===== src/rtl/spi_xfer_arbiter_pkg.sv =====
// Purpose: shared constants and types for the SPI transfer arbiter slice.
// Latency: n/a (declarations only).
// Backpressure: n/a.
// Contents: frame width, FSM state encodings, {CKP,CPH} mode bit positions.
package spi_pkg;

  localparam int SPI_DATA_W = 16;

  localparam logic [2:0] ST_IDLE      = 3'd0;
  localparam logic [2:0] ST_GRANT     = 3'd1;
  localparam logic [2:0] ST_STRT      = 3'd2;
  localparam logic [2:0] ST_WAIT_LOW  = 3'd3;
  localparam logic [2:0] ST_WAIT_HIGH = 3'd4;
  localparam logic [2:0] ST_DONE      = 3'd5;
  localparam logic [2:0] ST_GAP       = 3'd6;

  // Bit positions inside each requester's 2-bit mode field.
  localparam int MODE_CPH = 0;
  localparam int MODE_CKP = 1;

  typedef enum logic [2:0] {
    S_IDLE      = ST_IDLE,
    S_GRANT     = ST_GRANT,
    S_STRT      = ST_STRT,
    S_WAIT_LOW  = ST_WAIT_LOW,
    S_WAIT_HIGH = ST_WAIT_HIGH,
    S_DONE      = ST_DONE,
    S_GAP       = ST_GAP
  } state_t;

endpackage


===== src/rtl/spi_xfer_arbiter_if.sv =====
// Purpose: bundle of signals between the arbiter and the shared SPI master.
// Latency: n/a (wires only).
// Backpressure: none; CS level from the master paces the arbiter.
// Signals: spi_strt/spi_data_in/spi_cph/spi_ckp toward the master,
//          spi_cs (active-low) and spi_rx_data back from it.
interface spi_xfer_arbiter_if #(
  parameter int DATA_W = spi_pkg::SPI_DATA_W
);
  logic              spi_strt;
  logic [DATA_W-1:0] spi_data_in;
  logic              spi_cph;
  logic              spi_ckp;
  logic              spi_cs;
  logic [DATA_W-1:0] spi_rx_data;

  // Arbiter side.
  modport master (
    output spi_strt, spi_data_in, spi_cph, spi_ckp,
    input  spi_cs, spi_rx_data
  );

  // SPI master side.
  modport slave (
    input  spi_strt, spi_data_in, spi_cph, spi_ckp,
    output spi_cs, spi_rx_data
  );
endinterface


===== src/rtl/spi_rr_pick.sv =====
// Purpose: combinational round-robin pick, first asserted req at or after ptr.
// Latency: 0 cycles (pure combinational).
// Backpressure: none; win_oh is all-zero when req is all-zero.
// Ports: req (request vector), ptr (search start), win_oh (one-hot), win_idx.
module spi_rr_pick
  import spi_pkg::*;
#(
  parameter int NUM_REQ = 4,
  parameter int IDX_W   = $clog2(NUM_REQ)
) (
  input  logic [NUM_REQ-1:0] req,
  input  logic [IDX_W-1:0]   ptr,
  output logic [NUM_REQ-1:0] win_oh,
  output logic [IDX_W-1:0]   win_idx
);

  always_comb begin
    logic [IDX_W:0]   sum;
    logic [IDX_W-1:0] cand;
    logic             found;
    sum     = '0;
    cand    = '0;
    found   = 1'b0;
    win_oh  = '0;
    win_idx = '0;
    for (int i = 0; i < NUM_REQ; i++) begin
      // ptr + i folded back into 0..NUM_REQ-1 without a divider.
      sum = {1'b0, ptr} + (IDX_W+1)'(i);
      if (sum >= (IDX_W+1)'(NUM_REQ)) begin
        sum = sum - (IDX_W+1)'(NUM_REQ);
      end
      cand = sum[IDX_W-1:0];
      if (!found && req[cand]) begin
        found   = 1'b1;
        win_idx = cand;
      end
    end
    win_oh[win_idx] = found;
  end

endmodule


===== src/rtl/spi_xfer_arbiter.sv =====
// Purpose: round-robin share of one SPI master among NUM_REQ requesters.
// Latency: grant 1 clk after req seen in IDLE; strobe 1 clk after grant; done 1 clk after CS rises.
// Backpressure: req is a level held until done; requests arriving while busy wait, none dropped.
// Ports: clk/rst (sync, active-high), req/req_data/req_mode in, gnt/done/err/rx_data/busy out,
//        spi (master modport of spi_xfer_arbiter_if) toward the SPI master.
// Optional: SPI_ARB_TIMEOUT_EN adds a CS watchdog of TIMEOUT_CYCLES; otherwise err is tied 0.
module spi_xfer_arbiter
  import spi_pkg::*;
#(
  parameter int NUM_REQ        = 4,
  parameter int DATA_W         = SPI_DATA_W,
  parameter int STRT_CYCLES    = 2,
  parameter int GAP_CYCLES     = 4,
  parameter int TIMEOUT_CYCLES = 1023
) (
  input  logic                      clk,
  input  logic                      rst,
  input  logic [NUM_REQ-1:0]        req,
  input  logic [NUM_REQ*DATA_W-1:0] req_data,
  input  logic [NUM_REQ*2-1:0]      req_mode,
  output logic [NUM_REQ-1:0]        gnt,
  output logic                      done,
  output logic                      err,
  output logic [DATA_W-1:0]         rx_data,
  output logic                      busy,
  spi_xfer_arbiter_if.master        spi
);

  localparam int IDX_W   = $clog2(NUM_REQ);
  localparam int CNT_MAX = (TIMEOUT_CYCLES > STRT_CYCLES) ?
                           ((TIMEOUT_CYCLES > GAP_CYCLES) ? TIMEOUT_CYCLES : GAP_CYCLES) :
                           ((STRT_CYCLES > GAP_CYCLES) ? STRT_CYCLES : GAP_CYCLES);
  localparam int CNT_W   = $clog2(CNT_MAX + 1);

  localparam logic [CNT_W-1:0] STRT_LAST = CNT_W'(STRT_CYCLES - 1);
  localparam logic [CNT_W-1:0] GAP_LAST  = CNT_W'(GAP_CYCLES - 1);

  state_t             state, state_nxt;
  logic [CNT_W-1:0]   cnt, cnt_nxt;

  logic               latch_en;
  logic               cap_en;
  logic               release_en;

  logic [NUM_REQ-1:0] win_oh;
  logic [IDX_W-1:0]   win_idx;
  logic [DATA_W-1:0]  sel_data;
  logic [1:0]         sel_mode;

  logic [NUM_REQ-1:0] gnt_q;
  logic [IDX_W-1:0]   widx_q;
  logic [IDX_W-1:0]   ptr_q;
  logic [DATA_W-1:0]  data_q;
  logic               cph_q;
  logic               ckp_q;
  logic [DATA_W-1:0]  rx_q;

  spi_rr_pick #(
    .NUM_REQ (NUM_REQ),
    .IDX_W   (IDX_W)
  ) u_pick (
    .req     (req),
    .ptr     (ptr_q),
    .win_oh  (win_oh),
    .win_idx (win_idx)
  );

  always_comb begin
    sel_data = '0;
    sel_mode = '0;
    for (int i = 0; i < NUM_REQ; i++) begin
      if (win_idx == IDX_W'(i)) begin
        sel_data = req_data[i*DATA_W +: DATA_W];
        sel_mode = req_mode[i*2 +: 2];
      end
    end
  end

  always_ff @(posedge clk) begin
    if (rst) begin
      state <= S_IDLE;
      cnt   <= '0;
    end else begin
      state <= state_nxt;
      cnt   <= cnt_nxt;
    end
  end

`ifdef SPI_ARB_TIMEOUT_EN
  localparam logic [CNT_W-1:0] TMO_LAST = CNT_W'(TIMEOUT_CYCLES - 1);
  logic err_nxt;
  logic err_q;
`endif

  // The counter is shared: STRT width, CS watchdog, and GAP length never overlap.
  always_comb begin
    state_nxt  = state;
    cnt_nxt    = cnt;
    latch_en   = 1'b0;
    cap_en     = 1'b0;
    release_en = 1'b0;
`ifdef SPI_ARB_TIMEOUT_EN
    err_nxt    = 1'b0;
`endif
    case (state)
      S_IDLE: begin
        if (|req) begin
          latch_en  = 1'b1;
          state_nxt = S_GRANT;
        end
      end
      S_GRANT: begin
        cnt_nxt   = '0;
        state_nxt = S_STRT;
      end
      S_STRT: begin
        if (cnt == STRT_LAST) begin
          cnt_nxt   = '0;
          state_nxt = S_WAIT_LOW;
        end else begin
          cnt_nxt = cnt + 1'b1;
        end
      end
      S_WAIT_LOW: begin
        // Needs a low level observed after the strobe, so a stale low in IDLE is harmless.
        if (!spi.spi_cs) begin
          cnt_nxt   = '0;
          state_nxt = S_WAIT_HIGH;
        end
`ifdef SPI_ARB_TIMEOUT_EN
        else if (cnt == TMO_LAST) begin
          cnt_nxt    = '0;
          release_en = 1'b1;
          err_nxt    = 1'b1;
          state_nxt  = S_GAP;
        end else begin
          cnt_nxt = cnt + 1'b1;
        end
`endif
      end
      S_WAIT_HIGH: begin
        if (spi.spi_cs) begin
          cap_en    = 1'b1;
          state_nxt = S_DONE;
        end
`ifdef SPI_ARB_TIMEOUT_EN
        else if (cnt == TMO_LAST) begin
          cnt_nxt    = '0;
          release_en = 1'b1;
          err_nxt    = 1'b1;
          state_nxt  = S_GAP;
        end else begin
          cnt_nxt = cnt + 1'b1;
        end
`endif
      end
      S_DONE: begin
        release_en = 1'b1;
        cnt_nxt    = '0;
        state_nxt  = S_GAP;
      end
      S_GAP: begin
        if (cnt == GAP_LAST) begin
          cnt_nxt   = '0;
          state_nxt = S_IDLE;
        end else begin
          cnt_nxt = cnt + 1'b1;
        end
      end
      default: begin
        cnt_nxt   = '0;
        state_nxt = S_IDLE;
      end
    endcase
  end

  // Config registers load only on a grant, so they cannot move under a low CS.
  always_ff @(posedge clk) begin
    if (rst) begin
      gnt_q  <= '0;
      widx_q <= '0;
      ptr_q  <= '0;
      data_q <= '0;
      cph_q  <= 1'b0;
      ckp_q  <= 1'b0;
      rx_q   <= '0;
    end else begin
      if (latch_en) begin
        gnt_q  <= win_oh;
        widx_q <= win_idx;
        data_q <= sel_data;
        cph_q  <= sel_mode[MODE_CPH];
        ckp_q  <= sel_mode[MODE_CKP];
      end
      if (cap_en) begin
        rx_q <= spi.spi_rx_data;
      end
      if (release_en) begin
        gnt_q <= '0;
        ptr_q <= (widx_q == IDX_W'(NUM_REQ - 1)) ? '0 : widx_q + 1'b1;
      end
    end
  end

`ifdef SPI_ARB_TIMEOUT_EN
  always_ff @(posedge clk) begin
    if (rst) begin
      err_q <= 1'b0;
    end else begin
      err_q <= err_nxt;
    end
  end
  assign err = err_q;
`else
  assign err = 1'b0;
`endif

  assign gnt             = gnt_q;
  assign done            = (state == S_DONE);
  assign busy            = (state != S_IDLE);
  assign rx_data         = rx_q;
  assign spi.spi_strt    = (state == S_STRT);
  assign spi.spi_data_in = data_q;
  assign spi.spi_cph     = cph_q;
  assign spi.spi_ckp     = ckp_q;

endmodule


===== src/flat_wrapper.sv =====
// flat-port wrapper written by rule: the top's interface ports become plain ports
module spi_xfer_arbiter_flat import spi_pkg::*;
#(
  parameter int NUM_REQ        = 4,
  parameter int DATA_W         = SPI_DATA_W,
  parameter int STRT_CYCLES    = 2,
  parameter int GAP_CYCLES     = 4,
  parameter int TIMEOUT_CYCLES = 1023
)
  (clk, rst, req, req_data, req_mode, gnt, done, err, rx_data, busy, spi_spi_strt, spi_spi_data_in, spi_spi_cph, spi_spi_ckp, spi_spi_cs, spi_spi_rx_data);
  spi_xfer_arbiter_if #(.DATA_W(DATA_W)) spi_i ();
  input  logic clk;
  input  logic rst;
  input  logic [NUM_REQ-1:0] req;
  input  logic [NUM_REQ*DATA_W-1:0] req_data;
  input  logic [NUM_REQ*2-1:0] req_mode;
  output logic [NUM_REQ-1:0] gnt;
  output logic done;
  output logic err;
  output logic [DATA_W-1:0] rx_data;
  output logic busy;
  output wire logic [$bits(spi_i.spi_strt)-1:0] spi_spi_strt;
  output wire logic [$bits(spi_i.spi_data_in)-1:0] spi_spi_data_in;
  output wire logic [$bits(spi_i.spi_cph)-1:0] spi_spi_cph;
  output wire logic [$bits(spi_i.spi_ckp)-1:0] spi_spi_ckp;
  input wire logic [$bits(spi_i.spi_cs)-1:0] spi_spi_cs;
  input wire logic [$bits(spi_i.spi_rx_data)-1:0] spi_spi_rx_data;
  assign spi_spi_strt = spi_i.spi_strt;
  assign spi_spi_data_in = spi_i.spi_data_in;
  assign spi_spi_cph = spi_i.spi_cph;
  assign spi_spi_ckp = spi_i.spi_ckp;
  assign spi_i.spi_cs = spi_spi_cs;
  assign spi_i.spi_rx_data = spi_spi_rx_data;
  spi_xfer_arbiter #(.NUM_REQ(NUM_REQ), .DATA_W(DATA_W), .STRT_CYCLES(STRT_CYCLES), .GAP_CYCLES(GAP_CYCLES), .TIMEOUT_CYCLES(TIMEOUT_CYCLES)) u_core (.clk(clk), .rst(rst), .req(req), .req_data(req_data), .req_mode(req_mode), .gnt(gnt), .done(done), .err(err), .rx_data(rx_data), .busy(busy), .spi(spi_i));
endmodule

===== config.mk =====
export PLATFORM = sky130hd
export DESIGN_NAME = spi_xfer_arbiter_flat
export DESIGN_NICKNAME = d
export VERILOG_FILES = /design/src/rtl/spi_xfer_arbiter_pkg.sv /design/src/rtl/spi_xfer_arbiter_if.sv /design/src/rtl/spi_rr_pick.sv /design/src/rtl/spi_xfer_arbiter.sv /design/src/flat_wrapper.sv
export SDC_FILE = /design/constraint.sdc
export NUM_CORES = 1
export LEC_CHECK = 0
export BUFFER_PORTS_ARGS = -buffer_cell sky130_fd_sc_hd__buf_2
export CORE_ASPECT_RATIO = 1.25
export CORE_MARGIN = 2
export CORE_UTILIZATION = 43
export CTS_BUF_LIST = sky130_fd_sc_hd__clkbuf_8
export CTS_CLUSTER_SIZE = 8
export DETAILED_ROUTE_END_ITERATION = 10
export GPL_TIMING_DRIVEN = 0
export PLACE_DENSITY = 0.89
export SYNTH_ARGS = -nofsm -noshare
export SYNTH_HDL_FRONTEND = slang
export SYNTH_HIERARCHICAL = 1
export SYNTH_SLANG_ARGS = --single-unit

===== constraint.sdc =====
create_clock -name clk -period 1.95 [get_ports clk]
set_input_delay 0.0975 -clock clk [delete_from_list [all_inputs] [get_ports clk]]
set_output_delay 0.0975 -clock clk [all_outputs]
set_load 0.05 [all_outputs]

==> metrics, run 1 <==
status complete, but fails checks; failing checks negative setup slack; first-pass GRT wire length 11,710 um; final critical-path required period 1.979 ns; Crit Path Max Fanout 7; die span in x 76.79 um; core area 0.006482 sq mm; RSZ-0062 raised after global routing true; area grow syn2layout 36.56%; initial core utilization 0.4393; Worst setup SP type flip-flop; Setup Crit Path Kind flip-flop to flip-flop; final setup margin -0.02949 ns; yosys warns 6; synth unique cells 47; Fillers 547; port bufs 135; Critical Path End Type flip-flop; clk_lat worst skew 0.30 ns; area share of the largest cell type after synthesis 0.3866; setup_tns -0.1499 ns; H-tree levels 2; WP data arrival 2.16 ns; Tot GR Track Use 0.1989; Final Slew Violations 0; fin nets 580; Synth Flop Type dfxtp_1; post-route cell area 0.003889 sq mm; #FFs+latches synth 55; Die Ht 94.99 um; via count 2,948; Clock Path Buffers 2; cell taking the most area after synthesis dfxtp_1; WHS 0.01986 ns; PwrDens 840.3 mW/mm^2; dominant cells by area after synthesis dfxtp_1 39%, mux4_2 14%, nand2_1 12%; Hold Crit Depth 3; vias per cell 5.172; FP Rows 33; pin count of the biggest net entering global routing 17; Die Area 0.007294 sq mm; FMAX 0.5052 GHz; 1st-pass router iterations 4; Final GP Congestion 0.8866; clock skew 0.006194 ns; 1st-iter DRT viols 236; clock root buffer clkbuf_8; synthesized area 0.002848 sq mm; sequential-to-total area share from yosys stat 0.3866; Hold Fails Final Rpt 0; Syn Area/Cell 8.603 sq um; internal reg-to-reg setup slack -0.03 ns; clk sinks 55; Post-Layout Cell Count 570; TritonCTS buffer count 5; asr flop ratio synth 0; LEAKAGE 0.001739 uW; initial antenna violation count 0; DRC Markers 0; Post-Route WL 7875 um; Congestion Overflow GR 0; post-route ant nets 0; I/O pin total 137; Detail Placement HPWL 5841 um; EDFF count, synth 0; clk slew on worst S/H paths 0.10 ns; final setup violation count 8; top post-synthesis cells by count 92 x nand2_1, 55 x dfxtp_1, 53 x a21oi_1; fraction of layout cells with a size suffix above 1 0.4348; placed cells 553; Rel. slew slack 0.5212; CTS tree built; vias in the first global route 2,641; Least-Margin Pin Slew 0.7117 ns; most common cell in the netlist nand2_1; drt wl/cell 13.82 um; ant diodes 0; post-synthesis cell count 331; Final period util 1.015; Min-Delay Path Class input pin to flip-flop; Critical Path RT 2.13 ns; worst reg2reg path depth 8; synthesized net count 429; worst vdd ir 0.0005274 V; placement-stage cell area 0.003638 sq mm; total of max-cap violations 0
==> per-layer routing <==
metal | global-route usage | vias up | part of all wire | wire length [um]
met5 | 0 | - | 0 | 0
met1 | 0.2323 | 1391 | 0.39 | 3036
met4 | 0.06970 | 0 | 0.010 | 79
met3 | 0.03824 | 8 | 0.046 | 362
met2 | 0.3633 | 87 | 0.56 | 4396
li1 | - | 1462 | - | -
==> metrics by stage <==
step                  util  power, uW  worst slack, ns
detailed placement  0.5613       2605          -0.3569
global placement    0.5613       2570          -0.2652
floorplan                -       2261         0.005884
global route        0.5999       3456         -0.07342
finish              0.5999       3268         -0.02949
CTS                 0.5846       3228         0.009060
==> path summary, 6_finish.rpt <==
| path | startpoint | end |
|---|---|---|
| max | u_core/ptr_q[0]$_SDFFE_PP0P_ | u_core/spi.spi_data_in[11]$_SDFFE_PP0P_ |
| min | spi_spi_rx_data[8] | u_core/rx_data[8]$_SDFFE_PP0P_ |
| max reg2reg | u_core/ptr_q[0]$_SDFFE_PP0P_ | u_core/spi.spi_data_in[11]$_SDFFE_PP0P_ |
| min reg2reg | u_core/rx_data[4]$_SDFFE_PP0P_ | u_core/rx_data[4]$_SDFFE_PP0P_ |
==> report_power, final <==
| part | leakage, uW | switching (uW) | internal (uW) | total [uW] |
|---|---|---|---|---|
| registers | 0.000449 | 74.5 | 1240 | 1310 |
| clock network | 0.0000453 | 360 | 247 | 607 |
| logic | 0.00124 | 887 | 461 | 1350 |
| total | 0.00174 | 1320 | 1950 | 3270 |
==> critical path, cell delays in order (launching register included) <==
cell and delay [ns]:
dfxtp_4 0.38, nand2b_4 0.13, o21ai_2 0.06, a211oi_2 0.29
buf_6 0.20, clkbuf_16 0.16, mux4_2 0.49, nand2_1 0.07
a21oi_1 0.06
==> state kept, by name, indices dropped and copies added (netlist names) <==
signal	count
u_core/spi.spi_ckp	1
u_core/ptr_q	2
u_core/rx_data	16
u_core/cnt	10
u_core/widx_q	2
u_core/spi.spi_cph	1
u_core/state	3
u_core/spi.spi_data_in	16
u_core/gnt	4
==> kinds of logic after synthesis <==
family | share of synthesized area
compound gates | 0.1753
xor+xnor | 0.006152
fa+ha+maj | 0.01318
buf+inv | 0.05580
flops | 0.3866
mux | 0.1476
other cells | 0.001317
simple gates | 0.2140
==> cell usage in the layout, fill, tap and decap left out, types with 6 or more instances in the layout <==
cell,netlist,final
nand3_1,6,6
nor2_1,11,11
dfxtp_1,55,53
buf_2,10,143
a21oi_1,53,49
clkbuf_1,7,7
mux4_2,18,18
buf_6,2,6
inv_1,9,10
nand2_1,92,87
buf_4,3,8
==> cell type report <==
| cell class | count | area (sq um) | share of cell area |
|---|---|---|---|
| buffer | 23 | 157.7 | 0.04054 |
| clock buffer | 5 | 68.82 | 0.01770 |
| multi-input combinational | 244 | 1633 | 0.4199 |
| tap | 87 | 108.9 | 0.02799 |
| inverter | 9 | 33.78 | 0.008687 |
| sequential | 55 | 1106 | 0.2844 |
| clock inverter | 3 | 16.27 | 0.004183 |
| timing repair buffer | 144 | 764.5 | 0.1966 |
==> timing repair <==
item / CTS / global route
gates cloned: 0 / 1
buffers inserted: 5 / 3
gates resized for setup: 10 / 14
hold buffers: 0 / 0
pin swaps: 2 / 5
endpoints found under the setup margin: 19 / 18
No activity file was read; power rests on OpenSTA's default activity.
==> run 2: changes to the inputs <==
- ABC_AREA: not set -> 1
- CORE_UTILIZATION: 43 -> 44
==> run 2 against run 1 <==
  * Global-route usage rose by 8.0 points
  * Final area rose by 20%
  * The run still ends with negative setup slack left
  * Critical endpoint is now u_core/spi.spi_data_in[9]$_SDFFE_PP0P_
  * Critical path depth rose by 6
==> metrics, run 2 <==
most common cell in the netlist nand2_1; post-place setup slack -0.3863 ns (-0.02944 ns); WP data arrival 2.35 ns (+0.19 ns); final critical-path required period 2.098 ns (+0.1184 ns); Post-Route WL 11,510 um (+46%); Buf+Inv Stages, Crit Path 4 (+2); clock network fraction of total power 0.099 (-0.087); initial antenna violation count 0 (unchanged); post-layout util 0.6805 (+0.08061); cell taking the most area after synthesis dfxtp_1; FMAX 0.4767 GHz (-5.6%); Crit-path slowest cell dfxtp_2; drt wl/cell 16.12 um (+17%); yosys warns 6 (unchanged); status complete, but fails checks; first-pass GRT wire length 17,350 um (+48%); pin count of the biggest net entering global routing 20 (+3); Reg area 0.001106 sq mm (unchanged); LEAKAGE 0.002189 uW (+26%); die span in x 78.78 um (+2.6%); Critical Path End Type flip-flop; Final Slew Violations 0 (unchanged); dominant cells by area after synthesis dfxtp_1 36%, nand2_1 14%, o21ai_0 7.5%; synthesized area 0.003075 sq mm (+8.0%); TritonCTS buffer count 5 (unchanged); post-synthesis cell count 461 (+39%); final setup violation count 18 (+10); internal power 3211 uW (+65%); most frequent cells in the layout 142 x buf_2, 80 x nand2_1, 53 x dfxtp_1, 46 x inv_1, 45 x o21ai_0; Switching Fraction 0.5319 (+0.1274); overall power 6860 uW (+110%); Seq pwr share 0.233 (-0.169); 1st-pass router iterations 6 (+2); Critical Path RT 2.20 ns (+0.07 ns); asr flop ratio synth 0 (unchanged); Worst setup SP type flip-flop; EDFF count, synth 0 (unchanged); clock skew 0.01250 ns (+0.006309 ns); post-route cell area 0.004661 sq mm (+20%); 1st-iter DRT viols 228 (-3.4%); Fillers 546 (-0.18%); Tot GR Track Use 0.2789 (+0.08009); Syn Area/Cell 6.671 sq um (-22%); port bufs 135 (unchanged); sequential-to-total area share from yosys stat 0.3580 (-0.02863); via count 4,004 (+36%); PwrDens 1472 mW/mm^2 (+75%); H-tree levels 2 (unchanged); Comb pwr share 0.668 (+0.255); placement-stage cell area 0.003884 sq mm (+6.7%); Synth Flop Type dfxtp_1; clk_lat worst skew 0.32 ns (+0.02 ns); clock root buffer clkbuf_8; Clock Path Buffers 2 (unchanged); commonest non-fill, non-tap cell in the layout buf_2; initial core utilization 0.4490 (+0.009734); synth unique cells 35 (-26%); I/O pin total 137 (unchanged); crit-path cells buf_6 -> inv_8 -> nand2_4 -> nand2_2 -> o21ai_2 -> nand2_2 -> nand2_2 -> nand2_2 -> nand3_4 -> inv_6 -> nor2_4 -> clkbuf_8 -> nand2_1 -> a41oi_2; Min-Delay Path Class input pin to flip-flop; fin nets 721 (+24%); Final period util 1.076 (+0.06074); post-route ant nets 0 (unchanged); most frequent CP cell nand2_2; worst vdd ir 0.001106 V (+110%); Die Ht 97.47 um (+2.6%); clk slew on worst S/H paths 0.11 ns (about the same); vias per cell 5.608 (+8.4%); clk sinks 55 (unchanged); slowest stage delay, CP 0.37 ns (-0.12 ns); Setup Crit Path Kind flip-flop to flip-flop; Hold Fails Final Rpt 0 (unchanged); setup_tns -2.094 ns (-1.944 ns); #FFs+latches synth 55 (unchanged); core area 0.006849 sq mm (+5.7%); ant diodes 0 (unchanged); Final GP Congestion 0.9562 (+7.9%); Crit Path Max Fanout 9 (+2); fraction of layout cells with a size suffix above 1 0.4375 (+0.002717); failing checks negative setup slack; Detail Placement HPWL 7281 um (+25%); top post-synthesis cells by count 112 x nand2_1, 55 x dfxtp_1, 48 x inv_1; CTS tree built; multi-input logic area 0.002069 sq mm (+27%); Congestion Overflow GR 0 (unchanged); final setup margin -0.1479 ns (-0.1184 ns); area share of the largest cell type after synthesis 0.3580 (-0.02863); FP Rows 34 (+3.0%); cell family with most CP delay simple AND/OR/NAND/NOR gates; synthesized net count 559 (+30%); P_sw 3649 uW (+180%); DRC Markers 0 (unchanged); RSZ-0062 raised after global routing true; vias in the first global route 3,907 (+48%); area grow syn2layout 51.55%; total of max-cap violations 0 (unchanged); Die Area 0.007678 sq mm (+5.3%)
run 2: final timing paths:
path / startpoint / endpoint / slack, ns / cells past startpoint
worst max register to register: u_core/ptr_q[0]$_SDFFE_PP0P_ / u_core/spi.spi_data_in[9]$_SDFFE_PP0P_ / -0.15 / 14
worst max-delay path: u_core/ptr_q[0]$_SDFFE_PP0P_ / u_core/spi.spi_data_in[9]$_SDFFE_PP0P_ / -0.15 / 14
worst min register to register: u_core/rx_data[11]$_SDFFE_PP0P_ / u_core/rx_data[11]$_SDFFE_PP0P_ / 0.45 / 2
worst min-delay path: spi_spi_rx_data[11] / u_core/rx_data[11]$_SDFFE_PP0P_ / 0.05 / 3
run 2: final cells by class:
type	count	area share
multi-input cells	330	0.4440
well taps	90	0.02416
flip-flops and latches	55	0.2373
clock buffers	5	0.01477
clock inverters	3	0.005906
inverters	55	0.05074
plain buffers	21	0.03919
repair buffers	155	0.1839
run 2: routing by layer:
| metal | vias up | GRT usage | part of all wire |
|---|---|---|---|
| met5 | - | 0 | 0 |
| li1 | 1869 | - | - |
| met2 | 239 | 0.5043 | 0.52 |
| met4 | 0 | 0.1538 | 0.051 |
| met3 | 58 | 0.05112 | 0.071 |
| met1 | 1838 | 0.2989 | 0.36 |
run 2: through the flow:
stage               cells  hold WS (ns)
floorplan             461        0.1666
global placement      686        0.3281
detailed placement    686        0.3359
CTS                   709       0.04564
global route          714       0.04727
finish                714       0.05266
run 2: repair_timing:
item,4_1_cts,5_1_grt
setup buffers,11,5
cloned,3,0
hold buffers,1,0
hold endpoints to repair,1,0
setup endpoints to repair,20,19
resized for setup,80,43
pin swaps,11,13
run 2: cell families after synthesis:
family / synth area share
simple gates: 0.3055
other cells: 0.001219
buf+inv: 0.1013
fa+ha+maj: 0.01221
xor+xnor: 0.005697
flops: 0.3580
compound gates: 0.2160
run 2: worst register-to-register path, cell delays in order, from the launching register on:
cell and delay, ns:
dfxtp_2 0.37, buf_6 0.15, inv_8 0.06, nand2_4 0.09, nand2_2 0.07, o21ai_2 0.16, nand2_2 0.11, nand2_2 0.09
nand2_2 0.08, nand3_4 0.11, inv_6 0.06, nor2_4 0.24, clkbuf_8 0.23, nand2_1 0.08, a41oi_2 0.15
run 2: power groups by stage:
stage | sequential [uW] | clock (uW) | combinational, uW
2_1_floorplan | 2290 | 0 | 1740
3_3_place_gp | 1580 | 0 | 3180
3_5_place_dp | 1600 | 0 | 3280
4_1_cts | 1580 | 682 | 4060
5_1_grt | 1620 | 722 | 4810
6_report | 1600 | 679 | 4590
